## src/rtl/mem_arb_pkg.sv

```systemverilog
// Shared definitions for the two-port byte-memory arbiter.
//   state_e : controller states (IDLE, BEAT, LAST, RESP)
//   BEATS   : bytes per 64-bit word transfer
//   PORT_F / PORT_D : encoding of the granted port (fetch / data)
package mem_arb_pkg;

    typedef enum logic [1:0] {
        IDLE = 2'd0,
        BEAT = 2'd1,
        LAST = 2'd2,
        RESP = 2'd3
    } state_e;

    localparam int unsigned BEATS = 8;

    localparam logic PORT_F = 1'b0;
    localparam logic PORT_D = 1'b1;

endpackage

```

## src/rtl/mem_arb_rr.sv

```systemverilog
// Two-way round-robin grant picker.
//   req_f, req_d : pending requests from the fetch and data ports
//   last_grant   : port granted most recently (PORT_F / PORT_D)
//   grant        : selected port; only meaningful when a request is present
module mem_arb_rr
    import mem_arb_pkg::*;
(
    input  logic req_f,
    input  logic req_d,
    input  logic last_grant,
    output logic grant
);

    always_comb begin
        grant = PORT_F;
        if (req_f && req_d) begin
            // Tie: the port that was not served last time wins.
            grant = ~last_grant;
        end else if (req_d) begin
            grant = PORT_D;
        end
    end

endmodule

```

## src/rtl/mem_port_arbiter.sv

```systemverilog
// Arbitrates a fetch (read-only) port and a data (read/write) port onto a
// byte-wide memory, moving one 64-bit little-endian word per request as
// BEATS single-byte accesses.
//   clk, rst                 : clock, synchronous active-high reset
//   f_req/f_addr             : fetch request and byte address
//   f_ack/f_err/f_rdata      : fetch completion pulse, range error, read word
//   d_req/d_we/d_addr/d_wdata: data request, write enable, address, write word
//   d_ack/d_err/d_rdata      : data completion pulse, range error, read word
//   m_en/m_we/m_addr/m_wdata : byte-memory strobe, write enable, address, byte
//   m_rdata                  : byte-memory read data, one cycle after m_en
module mem_port_arbiter #(
    parameter int unsigned MEM_BYTES = 1024,
    parameter int unsigned BEATS     = mem_arb_pkg::BEATS
) (
    input  logic        clk,
    input  logic        rst,
    input  logic        f_req,
    input  logic [63:0] f_addr,
    output logic        f_ack,
    output logic        f_err,
    output logic [63:0] f_rdata,
    input  logic        d_req,
    input  logic        d_we,
    input  logic [63:0] d_addr,
    input  logic [63:0] d_wdata,
    output logic        d_ack,
    output logic        d_err,
    output logic [63:0] d_rdata,
    output logic        m_en,
    output logic        m_we,
    output logic [63:0] m_addr,
    output logic [7:0]  m_wdata,
    input  logic [7:0]  m_rdata
);
    import mem_arb_pkg::*;

    localparam int unsigned     CntW    = (BEATS > 1) ? $clog2(BEATS) : 1;
    localparam logic [CntW-1:0] CntLast = CntW'(BEATS - 1);
    // Highest base address whose whole word still fits in memory.
    localparam logic [63:0]     MaxBase = 64'(MEM_BYTES - BEATS);

    state_e          state_q, state_d;
    logic [CntW-1:0] cnt_q, cnt_d;
    logic [63:0]     addr_q, addr_d;
    logic [63:0]     wdata_q, wdata_d;
    logic            we_q, we_d;
    logic            port_q, port_d;
    logic            err_q, err_d;
    logic            last_q, last_d;
    logic            rd_pend_q, rd_pend_d;
    logic [CntW-1:0] rd_idx_q, rd_idx_d;
    logic [63:0]     f_rdata_q, f_rdata_d;
    logic [63:0]     d_rdata_q, d_rdata_d;

    logic            grant;
    logic [63:0]     sel_addr;
    logic            ack;

    mem_arb_rr u_rr (
        .req_f      (f_req),
        .req_d      (d_req),
        .last_grant (last_q),
        .grant      (grant)
    );

    assign sel_addr = (grant == PORT_D) ? d_addr : f_addr;

    always_comb begin
        state_d   = state_q;
        cnt_d     = cnt_q;
        addr_d    = addr_q;
        wdata_d   = wdata_q;
        we_d      = we_q;
        port_d    = port_q;
        err_d     = err_q;
        last_d    = last_q;
        rd_pend_d = 1'b0;
        rd_idx_d  = cnt_q;
        f_rdata_d = f_rdata_q;
        d_rdata_d = d_rdata_q;
        m_en      = 1'b0;
        m_we      = 1'b0;
        m_addr    = 64'h0;
        m_wdata   = 8'h00;
        ack       = 1'b0;

        // Byte requested in the previous cycle arrives now.
        if (rd_pend_q) begin
            if (port_q == PORT_D) begin
                d_rdata_d[8*rd_idx_q +: 8] = m_rdata;
            end else begin
                f_rdata_d[8*rd_idx_q +: 8] = m_rdata;
            end
        end

        unique case (state_q)
            IDLE: begin
                if (f_req || d_req) begin
                    port_d  = grant;
                    last_d  = grant;
                    addr_d  = sel_addr;
                    we_d    = (grant == PORT_D) && d_we;
                    wdata_d = (grant == PORT_D) ? d_wdata : 64'h0;
                    cnt_d   = '0;
                    err_d   = (sel_addr > MaxBase);
                    state_d = (sel_addr > MaxBase) ? RESP : BEAT;
                end
            end
            BEAT: begin
                m_en      = 1'b1;
                m_we      = we_q;
                m_addr    = addr_q + 64'(cnt_q);
                m_wdata   = we_q ? wdata_q[8*cnt_q +: 8] : 8'h00;
                rd_pend_d = ~we_q;
                cnt_d     = cnt_q + 1'b1;
                if (cnt_q == CntLast) begin
                    cnt_d   = '0;
                    state_d = LAST;
                end
            end
            LAST: begin
                state_d = RESP;
            end
            RESP: begin
                // Error responses spend one extra cycle here so the ack lands
                // two cycles after the grant.
                if (err_q && (cnt_q == '0)) begin
                    cnt_d = CntW'(1);
                end else begin
                    ack     = 1'b1;
                    cnt_d   = '0;
                    state_d = IDLE;
                end
            end
            default: state_d = IDLE;
        endcase
    end

    always_ff @(posedge clk) begin
        if (rst) begin
            state_q   <= IDLE;
            cnt_q     <= '0;
            addr_q    <= 64'h0;
            wdata_q   <= 64'h0;
            we_q      <= 1'b0;
            port_q    <= PORT_F;
            err_q     <= 1'b0;
            last_q    <= PORT_F;
            rd_pend_q <= 1'b0;
            rd_idx_q  <= '0;
            f_rdata_q <= 64'h0;
            d_rdata_q <= 64'h0;
        end else begin
            state_q   <= state_d;
            cnt_q     <= cnt_d;
            addr_q    <= addr_d;
            wdata_q   <= wdata_d;
            we_q      <= we_d;
            port_q    <= port_d;
            err_q     <= err_d;
            last_q    <= last_d;
            rd_pend_q <= rd_pend_d;
            rd_idx_q  <= rd_idx_d;
            f_rdata_q <= f_rdata_d;
            d_rdata_q <= d_rdata_d;
        end
    end

    assign f_ack   = ack && (port_q == PORT_F);
    assign d_ack   = ack && (port_q == PORT_D);
    assign f_err   = f_ack && err_q;
    assign d_err   = d_ack && err_q;
    assign f_rdata = f_rdata_q;
    assign d_rdata = d_rdata_q;

endmodule

```

## config.mk

```make
export PLATFORM = sky130hd
export DESIGN_NAME = mem_port_arbiter
export DESIGN_NICKNAME = d
export VERILOG_FILES = /design/src/rtl/mem_arb_pkg.sv /design/src/rtl/mem_arb_rr.sv /design/src/rtl/mem_port_arbiter.sv
export SDC_FILE = /design/constraint.sdc
export NUM_CORES = 1
export LEC_CHECK = 0
export ABC_AREA = 1
export CAP_MARGIN = 20
export CORE_MARGIN = 4
export CORE_UTILIZATION = 35
export CTS_CLUSTER_SIZE = 10
export DETAILED_ROUTE_END_ITERATION = 8
export SLEW_MARGIN = 20
export SYNTH_ARGS = -nofsm -noshare
export SYNTH_HDL_FRONTEND = slang
export SYNTH_HIERARCHICAL = 1
export SYNTH_SLANG_ARGS = --single-unit
```

## constraint.sdc

```tcl
create_clock -name clk -period 3.26 [get_ports clk]
set_input_delay 0.489 -clock clk [delete_from_list [all_inputs] [get_ports clk]]
set_output_delay 0.489 -clock clk [all_outputs]
set_load 0.05 [all_outputs]
```

==> summary.txt <==
Run status
  – Status: completed

Power
  – Max VDD drop: between 0.6 and 0.7 mV
  – Clk pwr share: 27.8%
  – P_int: 0.00737 W
  – PwrDens: ~610 mW/mm2
  – Pleak: around 7.5 nW
  – Logic pwr share: about 38%
  – Switch share: about 40%
  – Sequential Power Share: 34.5%
  – Psw: roughly 0.0049 W

STA
  – Post-route setup TNS: 0 ns
  – Final min period: approximately 3.2 ns
  – Hold Vio Cnt, Final: 0
  – Fin crit share: 99.1%
  – Unrepaired setup endpoints after global routing: yes
  – Slew Viols, Final: 0
  – Final Skew: 0.0171 ns
  – Slew HR: 32.2%
  – Fmax: between 300 and 400 MHz
  – Worst-Margin Slew: approximately 1 ns
  – Worst hold margin: 0.345 ns
  – Setup Viol. Count Final: 0

Clock tree
  – Clock slew at reported path FFs: 0.06 ns
  – Hold buffer count at CTS: 0
  – Num CTS Buffers: 34
  – Clock root cell: clkbuf_16
  – CTS Buffer Depth: 3
  – H-tree depth: 2
  – CTS tree: done
  – CTS Sinks: 268
  – Worst-Skew Late Latency: between 0.5 and 0.6 ns

Job
  – # Max-Cap Violations: 0

Layout
  – ANT cells: 0
  – Finished Layout Cells: 2916
  – NumNets Final: about 2600
  – Layout cells sized above 1: a little over a tenth
  – Layout area overhead: 45.2%
  – Layout fillers: 3835

Drt
  – Number of routed nets with antenna violations: 0
  – Wire length per cell: between 15 and 20 um
  – Vias per std cell: just over 5
  – Residual DRC: 0
  – Detailed-route via count: 14800
  – Initial DRC Count: between 900 and 1000
  – First drt pass iteration count: 5
  – Total wire length: between 50000 and 60000 um

Logic synthesis
  – Sequential area share after synthesis: 38.9%
  – EDFF count, synth: 0
  – Synth warnings: 6
  – Number of synthesized register bits: approximately 270
  – Post-synth top area cell: dfxtp_1
  – Synth area leaders: dfxtp_1 (39%), nand2_1 (11%), nor2_1 (8.5%), a21oi_1 (8.0%), o21ai_0 (7.5%)
  – Distinct cell type count after synthesis: between 40 and 50
  – Yosys top cell area share: between 30 and 40%
  – Asr flop ratio synth: 0%
  – Top FF cell, synth: dfxtp_1
  – Mapped Cells: slightly above 2000
  – Synthesized area: approximately 0.014 mm2
  – Post-synth net total: approximately 2300
  – Post-Syn Area per Cell: approximately 6.8 um2

Global routing
  – Number of global-route vias before repair: between 10000 and 15000
  – Largest net degree at the start of global routing: around 170
  – GRT Total Usage: between 20% and 30%
  – Initial antenna violation count: 1
  – First-pass GRT wire length: roughly 84000 um
  – Congestion Overflow GR: 0

Worst setup path
  – Critical path type: reg2out
  – Peak fanout along the critical path: 4
  – CP Data Required Time: roughly 2.8 ns
  – Most used cell, CP: nor2_4
  – CP endpoint kind: output port
  – R2R Path Start: rd_idx_q[0]$_SDFF_PP0_
  – Slowest CP cell: fa_2
  – Worst setup SP type: flop
  – Worst Reg-to-Reg Cells: 10
  – R2R Setup Slk: 0.70 ns
  – R2R Path End: f_rdata[6]$_SDFFE_PP0P_
  – Critical Path, Cell by Cell: ha_4 -> inv_4 -> fa_2 -> nor2_4 -> o21ai_4 -> nor2_4 -> nand2_4 -> nor2_4 -> nand2_2 -> buf_4 -> xor2_1 -> nor2_2 -> buf_12
  – Crit path largest cell delay: around 0.36 ns
  – Worst path arrival time: about 2.7 ns

Place
  – IO Port Bufs: between 400 and 500
  – Post-DP HPWL: around 44000 um
  – Dpl cells: ~2900
  – GP Congestion: 0.929

Worst hold path
  – Hold worst-path end: rd_idx_q[1]$_SDFF_PP0_
  – Worst hold path depth: 2
  – Hold_sp: rst
  – HP Class: in2reg

Floorplan
  – Die footprint: 0.0426 mm2
  – Top-level I/O count: ~400
  – Site row count: slightly above 70
  – Die height: about 210 um
  – Initial Util: a little over a third
  – Die W: slightly above 200 um
  – Core box area: between 0.03 and 0.04 mm2
[cell type report]
| class | count | area (um2) | share of cell area, % |
|---|---|---|---|
| Clock buffer | 38 | 886 | 4.43 |
| Timing Repair Buffer | 439 | 5030 | 25.2 |
| Multi-Input combinational cell | 1484 | 7390 | 36.9 |
| Inverter | 163 | 623 | 3.11 |
| Tap cell | 518 | 648 | 3.24 |
| Sequential cell | 268 | 5370 | 26.8 |
| Clock inverter | 6 | 73.8 | 0.369 |
[synthesized netlist by cell type, types with 12 or more instances]
cell,instances
buf_2,33
clkbuf_1,60
nand4_1,22
ha_1,14
nor3_1,62
xor2_1,36
o21ai_0,208
a21oi_1,221
dfxtp_1,268
nand3_1,106
mux2i_1,13
a31oi_1,12
inv_1,137
inv_2,20
nor2_2,12
a211oi_1,14
nand2_1,395
nor2_1,311
[state kept, by name, indices dropped and copies added, names as in the netlist, 2 cells and up]
name,count
addr_q,64
cnt_q,3
d_rdata,64
f_rdata,64
rd_idx_q,3
state_q,2
wdata_q,64
[kinds of logic (layout without fill, tap and decap cells)]
family,Yosys count,after routing,share of synthesized area [%]
AND/OR/NAND/NOR,943,943,29.4
multiplexers,13,13,0.944
XOR/XNOR,38,38,2.41
AO/OA/AOI/OAI,475,475,18.0
buffers and inverters,282,646,8.85
flip-flops,268,268,38.9
adder cells (fa/ha/maj),15,15,1.42
[how the worst max path moves through the flow]
stage                                 startpoint                 end  slack [ns]  cells past startpoint
final                     addr_q[0]$_SDFFE_PP0P_          m_addr[26]        0.03                     13
after global routing      addr_q[0]$_SDFFE_PP0P_          m_addr[58]       -0.11                     13
after CTS                 addr_q[0]$_SDFFE_PP0P_          m_addr[58]       -0.01                     13
after detailed placement                   f_req  err_q$_SDFFE_PP0P_        0.31                     14
after global placement                     f_req  err_q$_SDFFE_PP0P_        0.33                     14
after floorplan            cnt_q[1]$_SDFFE_PP0P_           m_addr[4]       -0.04                      9
[placed cells by master (no fill, tap or decap), types with 7 or more instances in the layout]
master | Yosys | layout
inv_2 | 20 | 20
a21oi_1 | 221 | 221
mux2i_1 | 13 | 13
ha_1 | 14 | 12
o21ai_0 | 208 | 207
nand3_1 | 106 | 105
nor3_1 | 62 | 59
xor2_1 | 36 | 36
nor2_2 | 12 | 25
o221ai_1 | 8 | 8
clkdlybuf4s50_1 | 0 | 333
o21ai_1 | 6 | 7
inv_1 | 137 | 135
nand4_1 | 22 | 22
nand2_1 | 395 | 392
buf_4 | 11 | 34
a211oi_1 | 14 | 14
nor2_4 | 9 | 15
nor2_1 | 311 | 292
nor3_2 | 9 | 11
dfxtp_1 | 268 | 266
a31oi_1 | 12 | 10
clkbuf_16 | 0 | 35
buf_12 | 0 | 71
[metal layers]
| layer | vias up | global-route usage [%] | share of wire (%) |
|---|---|---|---|
| li1 | 7381 | - | - |
| met1 | 6818 | 31.7 | 41 |
| met2 | 475 | 43.0 | 48 |
| met3 | 109 | 5.52 | 6.8 |
| met4 | 2 | 9.48 | 3.7 |
| met5 | - | 0 | 0.023 |
[what timing repair did]
action	CTS	global route
resized for setup	16	21
endpoints found under the setup margin	23	29
setup buffers	3	3
pin swaps	6	10
[worst max-delay path, delay by kind of cell (launching register included)]
| kind | cells | cell delay, ns |
|---|---|---|
| adder cells (fa/ha/maj) | 2 | 0.51 |
| AND/OR/NAND/NOR | 6 | 0.77 |
| buffers and inverters | 3 | 0.34 |
| flip-flops | 1 | 0.35 |
| AO/OA/AOI/OAI | 1 | 0.09 |
| XOR/XNOR | 1 | 0.14 |
[through the flow]
stage	setup WS, ns	instance area, um2	util, %	power, W
3_3_place_gp	0.333	18900	48.6	0.00885
4_1_cts	-0.0106	19900	51.3	0.0123
6_report	0.0294	20000	51.6	0.0123
3_5_place_dp	0.310	18900	48.6	0.00888
5_1_grt	-0.109	20000	51.6	0.0130
2_1_floorplan	-0.0442	13800	-	0.00696
[power groups by stage]
stage	Clock (W)	Sequential, W	Combinational (W)
after CTS	0.00349	0.00422	0.00463
after detailed placement	0	0.00428	0.00460
final	0.00341	0.00424	0.00463
after global placement	0	0.00427	0.00458
after global routing	0.00362	0.00428	0.00505
after floorplan	0	0.00418	0.00278
Note: power is estimated with default switching activity, not from simulation.
